<file path="src/rtl/gas_pkg.sv">
// -----------------------------------------------------------------------------
// gas_pkg
// Shared definitions for the gas detector array:
//   - default parameter values for the top level
//   - per-channel alarm FSM state encoding (2 bits)
//   - width of the per-channel run counter
//   - level saturation helper
// No ports (package).
// -----------------------------------------------------------------------------
package gas_pkg;

   localparam int DEF_CHANNELS = 4;
   localparam int DEF_LEVEL_W  = 3;
   localparam int DEF_WINDOW   = 7;
   localparam int DEF_THRESH   = 5;
   localparam int DEF_HOLD     = 2;

   // HOLD is limited to 1..15, so four bits cover the run counter.
   localparam int CNT_W = 4;

   typedef enum logic [1:0] {
      ST_IDLE     = 2'd0,
      ST_PEND     = 2'd1,
      ST_ALARM    = 2'd2,
      ST_CLEARING = 2'd3
   } gas_state_e;

   // Clamp a sample count to the largest value a level_w-bit word can hold.
   function automatic int unsigned sat_level(input int unsigned value,
                                             input int unsigned level_w);
      int unsigned max_level;
      max_level = (32'd1 << level_w) - 32'd1;
      return (value > max_level) ? max_level : value;
   endfunction

endpackage

</file>
<file path="src/rtl/gas_channel.sv">
// -----------------------------------------------------------------------------
// gas_channel
// One sensor channel: counts ones over a measurement window, publishes the
// saturated level at window end and runs the IDLE/PEND/ALARM/CLEARING
// debounce FSM on that level.
//
// Build option: GAS_DETECTOR_LATCH_EN -- ALARM is sticky (no exit on low
// levels) and clr_i returns a channel in ALARM to IDLE on the next edge.
//
// Ports:
//   clk_i      rising-edge clock
//   rst_ni     asynchronous active-low reset
//   din_i      serial sample for this channel
//   win_end_i  shared strobe, high on the last sample of every window
//   clr_i      alarm clear (latch build only)
//   level_o    level of the last completed window
//   alarm_o    registered alarm (ALARM or CLEARING)
// -----------------------------------------------------------------------------
module gas_channel
   import gas_pkg::*;
#(
   parameter int LEVEL_W = DEF_LEVEL_W,
   parameter int WINDOW  = DEF_WINDOW,
   parameter int THRESH  = DEF_THRESH,
   parameter int HOLD    = DEF_HOLD
) (
   input  logic               clk_i,
   input  logic               rst_ni,
   input  logic               din_i,
   input  logic               win_end_i,
   input  logic               clr_i,
   output logic [LEVEL_W-1:0] level_o,
   output logic               alarm_o
);

   // Holds up to WINDOW ones, so the final sample can be added without wrap.
   localparam int ACC_W = $clog2(WINDOW + 1);

   logic [ACC_W-1:0]   acc_q, acc_d, acc_sum;
   logic [LEVEL_W-1:0] level_q, level_d, level_new;
   gas_state_e         state_q, state_d;
   logic [CNT_W-1:0]   cnt_q, cnt_d, cnt_inc;
   logic               alarm_q, alarm_d;
   logic               hit;

   // Accumulator and level datapath.
   always_comb begin
      acc_sum   = acc_q + ACC_W'(din_i);
      level_new = LEVEL_W'(sat_level(32'(acc_sum), 32'(LEVEL_W)));
      // Compared in 32 bits so a threshold above the level range never hits.
      hit       = (int'(level_new) >= THRESH);
      acc_d     = win_end_i ? '0 : acc_sum;
      level_d   = win_end_i ? level_new : level_q;
   end

   // State register.
   always_ff @(posedge clk_i or negedge rst_ni) begin
      if (!rst_ni) begin
         acc_q   <= '0;
         level_q <= '0;
         state_q <= ST_IDLE;
         cnt_q   <= '0;
         alarm_q <= 1'b0;
      end else begin
         acc_q   <= acc_d;
         level_q <= level_d;
         state_q <= state_d;
         cnt_q   <= cnt_d;
         alarm_q <= alarm_d;
      end
   end

   // Next-state logic, evaluated only at window end.
   always_comb begin
      state_d = state_q;
      cnt_d   = cnt_q;
      cnt_inc = cnt_q + CNT_W'(1);
      if (win_end_i) begin
         case (state_q)
            ST_IDLE: begin
               if (hit) begin
                  if (HOLD == 1) begin
                     state_d = ST_ALARM;
                     cnt_d   = '0;
                  end else begin
                     state_d = ST_PEND;
                     cnt_d   = CNT_W'(1);
                  end
               end
            end
            ST_PEND: begin
               if (!hit) begin
                  state_d = ST_IDLE;
                  cnt_d   = '0;
               end else if (cnt_inc == CNT_W'(HOLD)) begin
                  state_d = ST_ALARM;
                  cnt_d   = '0;
               end else begin
                  cnt_d = cnt_inc;
               end
            end
            ST_ALARM: begin
`ifdef GAS_DETECTOR_LATCH_EN
               state_d = ST_ALARM;
`else
               if (!hit) begin
                  if (HOLD == 1) begin
                     state_d = ST_IDLE;
                     cnt_d   = '0;
                  end else begin
                     state_d = ST_CLEARING;
                     cnt_d   = CNT_W'(1);
                  end
               end
`endif
            end
            ST_CLEARING: begin
               if (hit) begin
                  state_d = ST_ALARM;
                  cnt_d   = '0;
               end else if (cnt_inc == CNT_W'(HOLD)) begin
                  state_d = ST_IDLE;
                  cnt_d   = '0;
               end else begin
                  cnt_d = cnt_inc;
               end
            end
            default: begin
               state_d = ST_IDLE;
               cnt_d   = '0;
            end
         endcase
      end
`ifdef GAS_DETECTOR_LATCH_EN
      // Clear overrides any window-end decision for a latched channel.
      if (clr_i && (state_q == ST_ALARM)) begin
         state_d = ST_IDLE;
         cnt_d   = '0;
      end
`endif
   end

`ifndef GAS_DETECTOR_LATCH_EN
   logic unused_clr;
   assign unused_clr = clr_i;
`endif

   // Output logic: alarm follows the state being entered.
   always_comb begin
      alarm_d = (state_d == ST_ALARM) || (state_d == ST_CLEARING);
   end

   assign level_o = level_q;
   assign alarm_o = alarm_q;

endmodule

</file>
<file path="src/rtl/gas_detector_array.sv">
// -----------------------------------------------------------------------------
// gas_detector_array
// Array of CHANNELS serial gas sensors. A shared window counter marks the end
// of every WINDOW-sample measurement; each channel then publishes its
// saturated ones-count and updates its debounced alarm.
//
// Build option: GAS_DETECTOR_LATCH_EN -- latched alarms cleared by clr.
//
// Ports:
//   clk        rising-edge clock
//   arst       asynchronous active-low reset
//   din        one serial sample per channel per clock
//   clr        alarm clear (latch build only, ignored otherwise)
//   dout       per-channel level, channel c in [c*LEVEL_W +: LEVEL_W]
//   valid      one-cycle pulse following each window end
//   alarm      per-channel registered alarm
//   any_alarm  OR of alarm
// -----------------------------------------------------------------------------
module gas_detector_array
   import gas_pkg::*;
#(
   parameter int CHANNELS = DEF_CHANNELS,
   parameter int LEVEL_W  = DEF_LEVEL_W,
   parameter int WINDOW   = DEF_WINDOW,
   parameter int THRESH   = DEF_THRESH,
   parameter int HOLD     = DEF_HOLD
) (
   input  logic                        clk,
   input  logic                        arst,
   input  logic [CHANNELS-1:0]         din,
   input  logic                        clr,
   output logic [CHANNELS*LEVEL_W-1:0] dout,
   output logic                        valid,
   output logic [CHANNELS-1:0]         alarm,
   output logic                        any_alarm
);

   localparam int K_W = $clog2(WINDOW);

   logic [K_W-1:0] k_q, k_d;
   logic           valid_q;
   logic           win_end;

   assign win_end = (k_q == K_W'(WINDOW - 1));

   always_comb begin
      k_d = win_end ? '0 : k_q + K_W'(1);
   end

   always_ff @(posedge clk or negedge arst) begin
      if (!arst) begin
         k_q     <= '0;
         valid_q <= 1'b0;
      end else begin
         k_q     <= k_d;
         valid_q <= win_end;
      end
   end

   for (genvar c = 0; c < CHANNELS; c++) begin : g_ch
      gas_channel #(
         .LEVEL_W (LEVEL_W),
         .WINDOW  (WINDOW),
         .THRESH  (THRESH),
         .HOLD    (HOLD)
      ) u_ch (
         .clk_i     (clk),
         .rst_ni    (arst),
         .din_i     (din[c]),
         .win_end_i (win_end),
         .clr_i     (clr),
         .level_o   (dout[c*LEVEL_W +: LEVEL_W]),
         .alarm_o   (alarm[c])
      );
   end

   assign valid     = valid_q;
   // OR of registered bits, so it changes on the same edge as alarm.
   assign any_alarm = |alarm;

endmodule

</file>
<file path="config.mk">
export PLATFORM = sky130hd
export DESIGN_NAME = gas_detector_array
export DESIGN_NICKNAME = d
export VERILOG_FILES = /design/src/rtl/gas_pkg.sv /design/src/rtl/gas_channel.sv /design/src/rtl/gas_detector_array.sv
export SDC_FILE = /design/constraint.sdc
export NUM_CORES = 1
export LEC_CHECK = 0
export BUFFER_PORTS_ARGS = -buffer_cell sky130_fd_sc_hd__buf_4
export CORE_MARGIN = 1.5
export CORE_UTILIZATION = 60
export CTS_BUF_LIST = sky130_fd_sc_hd__clkbuf_8
export DETAILED_ROUTE_END_ITERATION = 16
export PLACE_DENSITY = 0.8
export SYNTH_ARGS = -nofsm -noshare
export SYNTH_HDL_FRONTEND = slang
export SYNTH_HIERARCHICAL = 1
export SYNTH_SLANG_ARGS = --single-unit
</file>
<file path="constraint.sdc">
create_clock -name clk -period 3.9 [get_ports clk]
set_clock_uncertainty 0.1 [all_clocks]
set_input_delay 0.585 -clock clk [delete_from_list [all_inputs] [get_ports clk]]
set_output_delay 0.585 -clock clk [all_outputs]
set_load 0.02 [all_outputs]
</file>
==> results of run 1 <==
-- flip-flops by register name, indices dropped and copies added (netlist names) --
name,count
valid,1
g_ch.u_ch/cnt_q,16
g_ch.u_ch/state_q,8
g_ch.u_ch/acc_q,12
k_q,3
g_ch.u_ch/alarm_o,4
g_ch.u_ch/level_o,12
-- worst paths after layout --
path                       cells after the start        startpoint  slack [ps]                           endpoint
max in group asynchronous                      1              arst        3020  g_ch[0].u_ch/state_q[1]$_DFF_PN0_
min                                            1              arst         210    g_ch[1].u_ch/acc_q[0]$_DFF_PN0_
min reg2reg                                    1  k_q[0]$_DFF_PN0_         350                   k_q[0]$_DFF_PN0_
min in group clk                               1  k_q[0]$_DFF_PN0_         350                   k_q[0]$_DFF_PN0_
max                                            6  k_q[0]$_DFF_PN0_        1600  g_ch[3].u_ch/cnt_q[1]$_DFFE_PN0P_
max reg2reg                                    6  k_q[0]$_DFF_PN0_        1600  g_ch[3].u_ch/cnt_q[1]$_DFFE_PN0P_
-- cell usage after synthesis, drive strengths merged, types with 4 or more instances --
library cell / n
ha: 16
nor2b: 11
o2bb2ai: 8
o21ai: 10
mux2i: 4
xnor2: 7
nor3: 5
inv: 8
nand2b: 5
nand2: 13
a21oi: 5
nand3: 6
clkbuf: 10
nand3b: 4
nor4b: 10
and3: 5
dfrtp: 56
mux2: 16
a32o: 4
and2: 4
nor2: 29
-- per-layer routing --
| metal | vias up | global-route usage (%) | share of wire, % |
|---|---|---|---|
| li1 | 1020 | - | - |
| met1 | 1032 | 27.37 | 47 |
| met2 | 35 | 34.33 | 49 |
| met4 | 0 | 5.967 | 1.1 |
| met5 | - | 0 | 0 |
| met3 | 7 | 5.075 | 3.6 |
-- power breakdown --
group | total [mW] | switching [mW] | leakage, nW | internal, mW
logic | 0.446 | 0.221 | 0.673 | 0.224
clock network | 0.298 | 0.178 | 0.0452 | 0.120
registers | 0.798 | 0.116 | 0.742 | 0.681
-- logic make-up (layout without fill, tap and decap cells) --
logic type | Yosys count | after routing
AND/OR/NAND/NOR | 103 | 103
flip-flops | 56 | 56
AO/OA/AOI/OAI | 48 | 48
multiplexers | 20 | 20
buffers and inverters | 18 | 39
adder cells (fa/ha/maj) | 16 | 16
XOR/XNOR | 10 | 10
-- stage by stage --
stage / instances / hold WS [ps] / setup WS [ps] / util (%) / cell area (um2)
2_1_floorplan: 271 / 189.4 / 1811 / - / 2995
3_3_place_gp: 352 / 314.9 / 1580 / 67.79 / 3223
3_5_place_dp: 352 / 343.2 / 1543 / 67.79 / 3223
4_1_cts: 359 / 241.6 / 1591 / 69.42 / 3301
5_1_grt: 359 / 280.4 / 1420 / 69.42 / 3301
6_report: 359 / 209.9 / 1600 / 69.42 / 3301
-- cell type report --
cell class              instances  share of cell area [%]
repair buffers                 24                   5.459
well taps                      67                   2.540
clock buffers                   5                   2.085
inverters                       8                  0.9098
flip-flops and latches         56                   42.46
clock inverters                 2                  0.2654
multi-input cells             197                   46.29
==> flow_summary.toml, run 1 <==
[setup_path]
cp_cell_sequence = "inv_1, and3_2, buf_4, o41ai_1, a211o_1, a32o_1"
worst_path_slowest_cell = "sky130_fd_sc_hd__and3_2"
setup.worst_path.class = "reg -> reg"
cp_required_ps = 4010
worst-path-max-fanout = 34
slowest_delay_ps = 480
arrival_ps = 2410
critical_path_buf_inv_count = 2
critical_path.startpoint_type = "flop"
critical_path.top_delay_family = "compound AO/OA/AOI/OAI gates"
critPathCaptureType = "flop"

[clocking]
clock_latency_ps = 310
cts.root.buffer_cell = "sky130_fd_sc_hd__clkbuf_8"
cts-root-to-sink-buffers = 2
post_cts_setup_repair_bufs = 0
ctsHtreeMaxLevel = 2
path_clk_slew_ps = 100
number_of_cts_inserted_buffers = 5
clock_tree_from_tritoncts = "done"
cts_hold_repair.buffers = 0
post_cts.resized_instances = 0
clock_sinks = 56

[route]
num_vias = 2094
drt-total-wl_um = 5037
final_antenna_net_count = 0
detail_route.iter0.violations = 110
drt_drc_violations_left = 0
routed_wirelength_normalized_by_instance_count_um = 14.03
detail_route.first_pass.iterations = 6
avgViaCountPerCell = 5.833

[final_layout]
final_cell_mix = "56 x sky130_fd_sc_hd__dfrtp_1, 24 x sky130_fd_sc_hd__buf_4, 23 x sky130_fd_sc_hd__nor2_1"
layout.cells.most_common = "sky130_fd_sc_hd__dfrtp_1"
layout.area.seq_mm2 = 0.001401
multiInputGateArea_mm2 = 0.001528
insertedDiodeCount = 0
final_nets = 315
syn2layout_area_growth_pct = 10.19
n_fill_cell = 367
drive_above_1_share_pct = 23.63

[sta]
achievable-frequency_mhz = 434.8
finalSetupViolCount = 0
timing.setup.tns_ps = 0
rsz0062_at_grt = "no"
max_slew_margin_pct = 53.52
hold_viol = 0
tightest_slew_ps = 697.2
period_minus_slack_ps = 2300
maxSlewViolCount = 0
post-route-period-util_pct = 58.98

[synthesis]
netlist_instances = 271
synth-xor-area-share_pct = 3.676
yosys_warnings = 6
synth-adder-area-share_pct = 6.683
count_of_different_cell_masters_after_synthesis = 45
synth_area_per_cell_um2 = 11.05
synth_enable_flop_cells = 0
netlist.top_cell.by_area = "sky130_fd_sc_hd__dfrtp_1"
async_set_reset_flop_share_out_of_synthesis_pct = 100.0
post_synth_simple_gate_area_pct = 20.18
yosys.area.top_type_share_pct = 46.78
syn-num-nets = 294
synth.mux.area_fraction_pct = 7.602
synth_compound_gate_area_share_pct = 12.82
post_synth_main_area_contributors = "sky130_fd_sc_hd__dfrtp_1 47%, sky130_fd_sc_hd__ha_1 6.7%, sky130_fd_sc_hd__mux2_2 5.3%, sky130_fd_sc_hd__nor2_1 2.9%, sky130_fd_sc_hd__nor4b_1 2.6%"
synth.ff_latch_count = 56
synth.cell_area_mm2 = 0.002995
synth_top_family_by_area = "simple AND/OR/NAND/NOR gates"
ys_dominant_reg_cell = "sky130_fd_sc_hd__dfrtp_1"
synth_sequential_area_ratio_pct = 46.78

[power_and_ir_drop]
post-layout-total-power_mw = 1.541
worst_ir_drop_vdd_mv = 0.3413
cellPowerDensity_mw_per_mm2 = 467.0
p_leak_nw = 1.461

[place]
portBuffers = 23
place.gp.congestion = 0.7625
dp.final_hpwl_um = 3480

[floorplan]
fp.dieH_um = 73.66
ios = 25
design.core.area_mm2 = 0.004755
die_area_mm2 = 0.005425
chipWidth_um = 73.66
initial_utilization_pct = 63.00
fp-row-count = 25

[grt]
vias_in_the_first_global_route = 1950
grt_first_pass_wirelength_um = 8687
total_global_routing_overflow = 0
grt.total_usage_pct = 20.82
maximum_number_of_pins_on_one_net_before_global_route_repair = 57
antenna_found_initial = 0

[outcome]
run_status = "complete, no violations"

[job]
cap_viol_max_count = 0

[worst_hold_path]
hp-class = "in -> async"
Power figures use the tool's default switching activity.
==> run 2, diff against run 1 <==
Settings changed: CORE_UTILIZATION 60 to 56, PLACE_DENSITY 0.8 to 0.78.
Clock period 3.9 ns to 2 ns, I/O delays scaled along.
==> run 2 against run 1 <==
  * Cell area grew 5.5%
  * Total power is 100% higher
  * Wire length rose by 3.3%
  * Combinational power up 120%
  * Global-route usage down 1.2 points
  * Sequential cell count stayed put
  * Count of clock-buffer cells in the layout is 1 higher
  * Setup slack lost 1500 ps
  * Die area is 6.8% higher
==> flow_summary.toml, run 2 (synthesized netlist as in run 1, its figures left out) <==
[power_and_ir_drop]
cellPowerDensity_mw_per_mm2 = 897.2
post-layout-total-power_mw = 3.124
p_leak_nw = 1.553
worst_ir_drop_vdd_mv = 0.6226

[clocking]
cts.root.buffer_cell = "sky130_fd_sc_hd__clkbuf_8"
ctsHtreeMaxLevel = 2
post_cts_setup_repair_bufs = 0
number_of_cts_inserted_buffers = 5
clock_sinks = 56
clock_tree_from_tritoncts = "done"
path_clk_slew_ps = 90
cts-root-to-sink-buffers = 2
clock_latency_ps = 300

[final_layout]
drive_above_1_share_pct = 28.66
insertedDiodeCount = 0
multiInputGateArea_mm2 = 0.001573
layout.area.seq_mm2 = 0.001401
largest_register = "g_ch.u_ch/cnt_q"
final_cell_mix = "56 x sky130_fd_sc_hd__dfrtp_1, 36 x sky130_fd_sc_hd__buf_4, 22 x sky130_fd_sc_hd__nor2_1"
largest_register_ff_count = 16
n_fill_cell = 407
layout.cells.most_common = "sky130_fd_sc_hd__dfrtp_1"
final_nets = 329
syn2layout_area_growth_pct = 16.25

[setup_path]
crit_start = "g_ch[2].u_ch/acc_q[0]$_DFF_PN0_"
critPathCaptureType = "flop"
arrival_ps = 2010
r2r-end = "g_ch[2].u_ch/cnt_q[1]$_DFFE_PN0P_"
worst-path-max-fanout = 4
ff2ff_path_depth = 6
cp_required_ps = 2100
critical_path.startpoint_type = "flop"
setup.worst_path.class = "reg -> reg"
rrSetupSlack_ps = 90
cp-endpoint = "g_ch[2].u_ch/cnt_q[1]$_DFFE_PN0P_"
timing.rr.start = "g_ch[2].u_ch/acc_q[0]$_DFF_PN0_"

[sta]
hold_viol = 0
max_slew_margin_pct = 53.68
post-route-period-util_pct = 95.58
maxSlewViolCount = 0
achievable-frequency_mhz = 523.1
finalSetupViolCount = 0
hold_ws_ps = 280.2
fin_ws_ps = 88.39
period_minus_slack_ps = 1912
timing.setup.tns_ps = 0
tightest_slew_ps = 694.7

[floorplan]
design.core.area_mm2 = 0.005140
fp.dieH_um = 76.14
die_area_mm2 = 0.005797
chipWidth_um = 76.14
initial_utilization_pct = 58.28
fp-row-count = 26
ios = 25

[grt]
total_global_routing_overflow = 0
maximum_number_of_pins_on_one_net_before_global_route_repair = 57
antenna_found_initial = 0
grt_first_pass_wirelength_um = 9190
vias_in_the_first_global_route = 2054
grt.total_usage_pct = 19.57

[route]
drt-total-wl_um = 5205
final_antenna_net_count = 0
detail_route.first_pass.iterations = 5
detail_route.iter0.violations = 115
drt_drc_violations_left = 0
num_vias = 2111
routed_wirelength_normalized_by_instance_count_um = 13.81
avgViaCountPerCell = 5.599

[place]
post_place_worst_slack_ps = 25.72
portBuffers = 23
dp.final_hpwl_um = 3643
place.gp.congestion = 0.7793

[worst_hold_path]
hp-class = "in -> reg"

[job]
cap_viol_max_count = 0

[outcome]
run_status = "complete, no violations"
run 2: changes by cell type in the layout (fill, tap and decap cells not counted), sizes merged:
cell         delta
clkinv          -1
buf            +13
dlygate4sd3     +1
inv             +1
clkbuf          +1
run 2: per-layer routing:
metal	global-route usage (%)	wire (um)	vias up
li1	-	-	1055
met1	24.56	2406	1014
met3	4.671	182	4
met4	5.741	56	0
met2	33.78	2560	38
met5	0	0	-
run 2: how the worst min path moves through the flow:
stage / from / endpoint / cells after the start
floorplan: arst / g_ch[0].u_ch/acc_q[0]$_DFF_PN0_ / 0
global placement: arst / g_ch[2].u_ch/cnt_q[3]$_DFFE_PN0P_ / 1
detailed placement: arst / g_ch[2].u_ch/cnt_q[3]$_DFFE_PN0P_ / 1
CTS: din[2] / g_ch[2].u_ch/acc_q[0]$_DFF_PN0_ / 3
global route: din[2] / g_ch[2].u_ch/acc_q[0]$_DFF_PN0_ / 3
finish: din[2] / g_ch[2].u_ch/acc_q[0]$_DFF_PN0_ / 3
run 2: final cells by class:
class / instances / share of cell area (%)
clock buffers: 6 / 2.372
clock inverters: 2 / 0.2156
inverters: 8 / 0.8624
multi-input cells: 197 / 45.17
flip-flops and latches: 56 / 40.24
well taps: 70 / 2.515
repair buffers: 38 / 8.624
run 2: critical path, stage by stage (launching register included):
cell	delay [ps]
sky130_fd_sc_hd__dfrtp_1	380
sky130_fd_sc_hd__ha_1	180
sky130_fd_sc_hd__ha_1	210
sky130_fd_sc_hd__xnor2_2	180
sky130_fd_sc_hd__o21a_1	230
sky130_fd_sc_hd__or2_2	300
sky130_fd_sc_hd__a32o_1	240
run 2: through the flow:
stage / cells / instance area (um2) / util [%]
4_1_cts: 377 / 3437 / 66.87
6_report: 377 / 3482 / 67.75
2_1_floorplan: 271 / 2995 / -
5_1_grt: 377 / 3482 / 67.75
3_3_place_gp: 368 / 3337 / 64.92
3_5_place_dp: 368 / 3337 / 64.92
run 2: where the power goes:
part           total [mW]  leakage [nW]  internal [mW]  switching, mW
Clock               0.617        0.0538          0.273          0.344
Combinational        1.00         0.757          0.497          0.506
Sequential           1.50         0.742           1.33          0.174
Total                3.12          1.55           2.10           1.02
run 2: what timing repair did:
item / CTS / global route
setup endpoints to repair: 0 / 8
resized for setup: 0 / 7
endpoints found under the hold margin: 56 / 0
hold buffers: 1 / 0
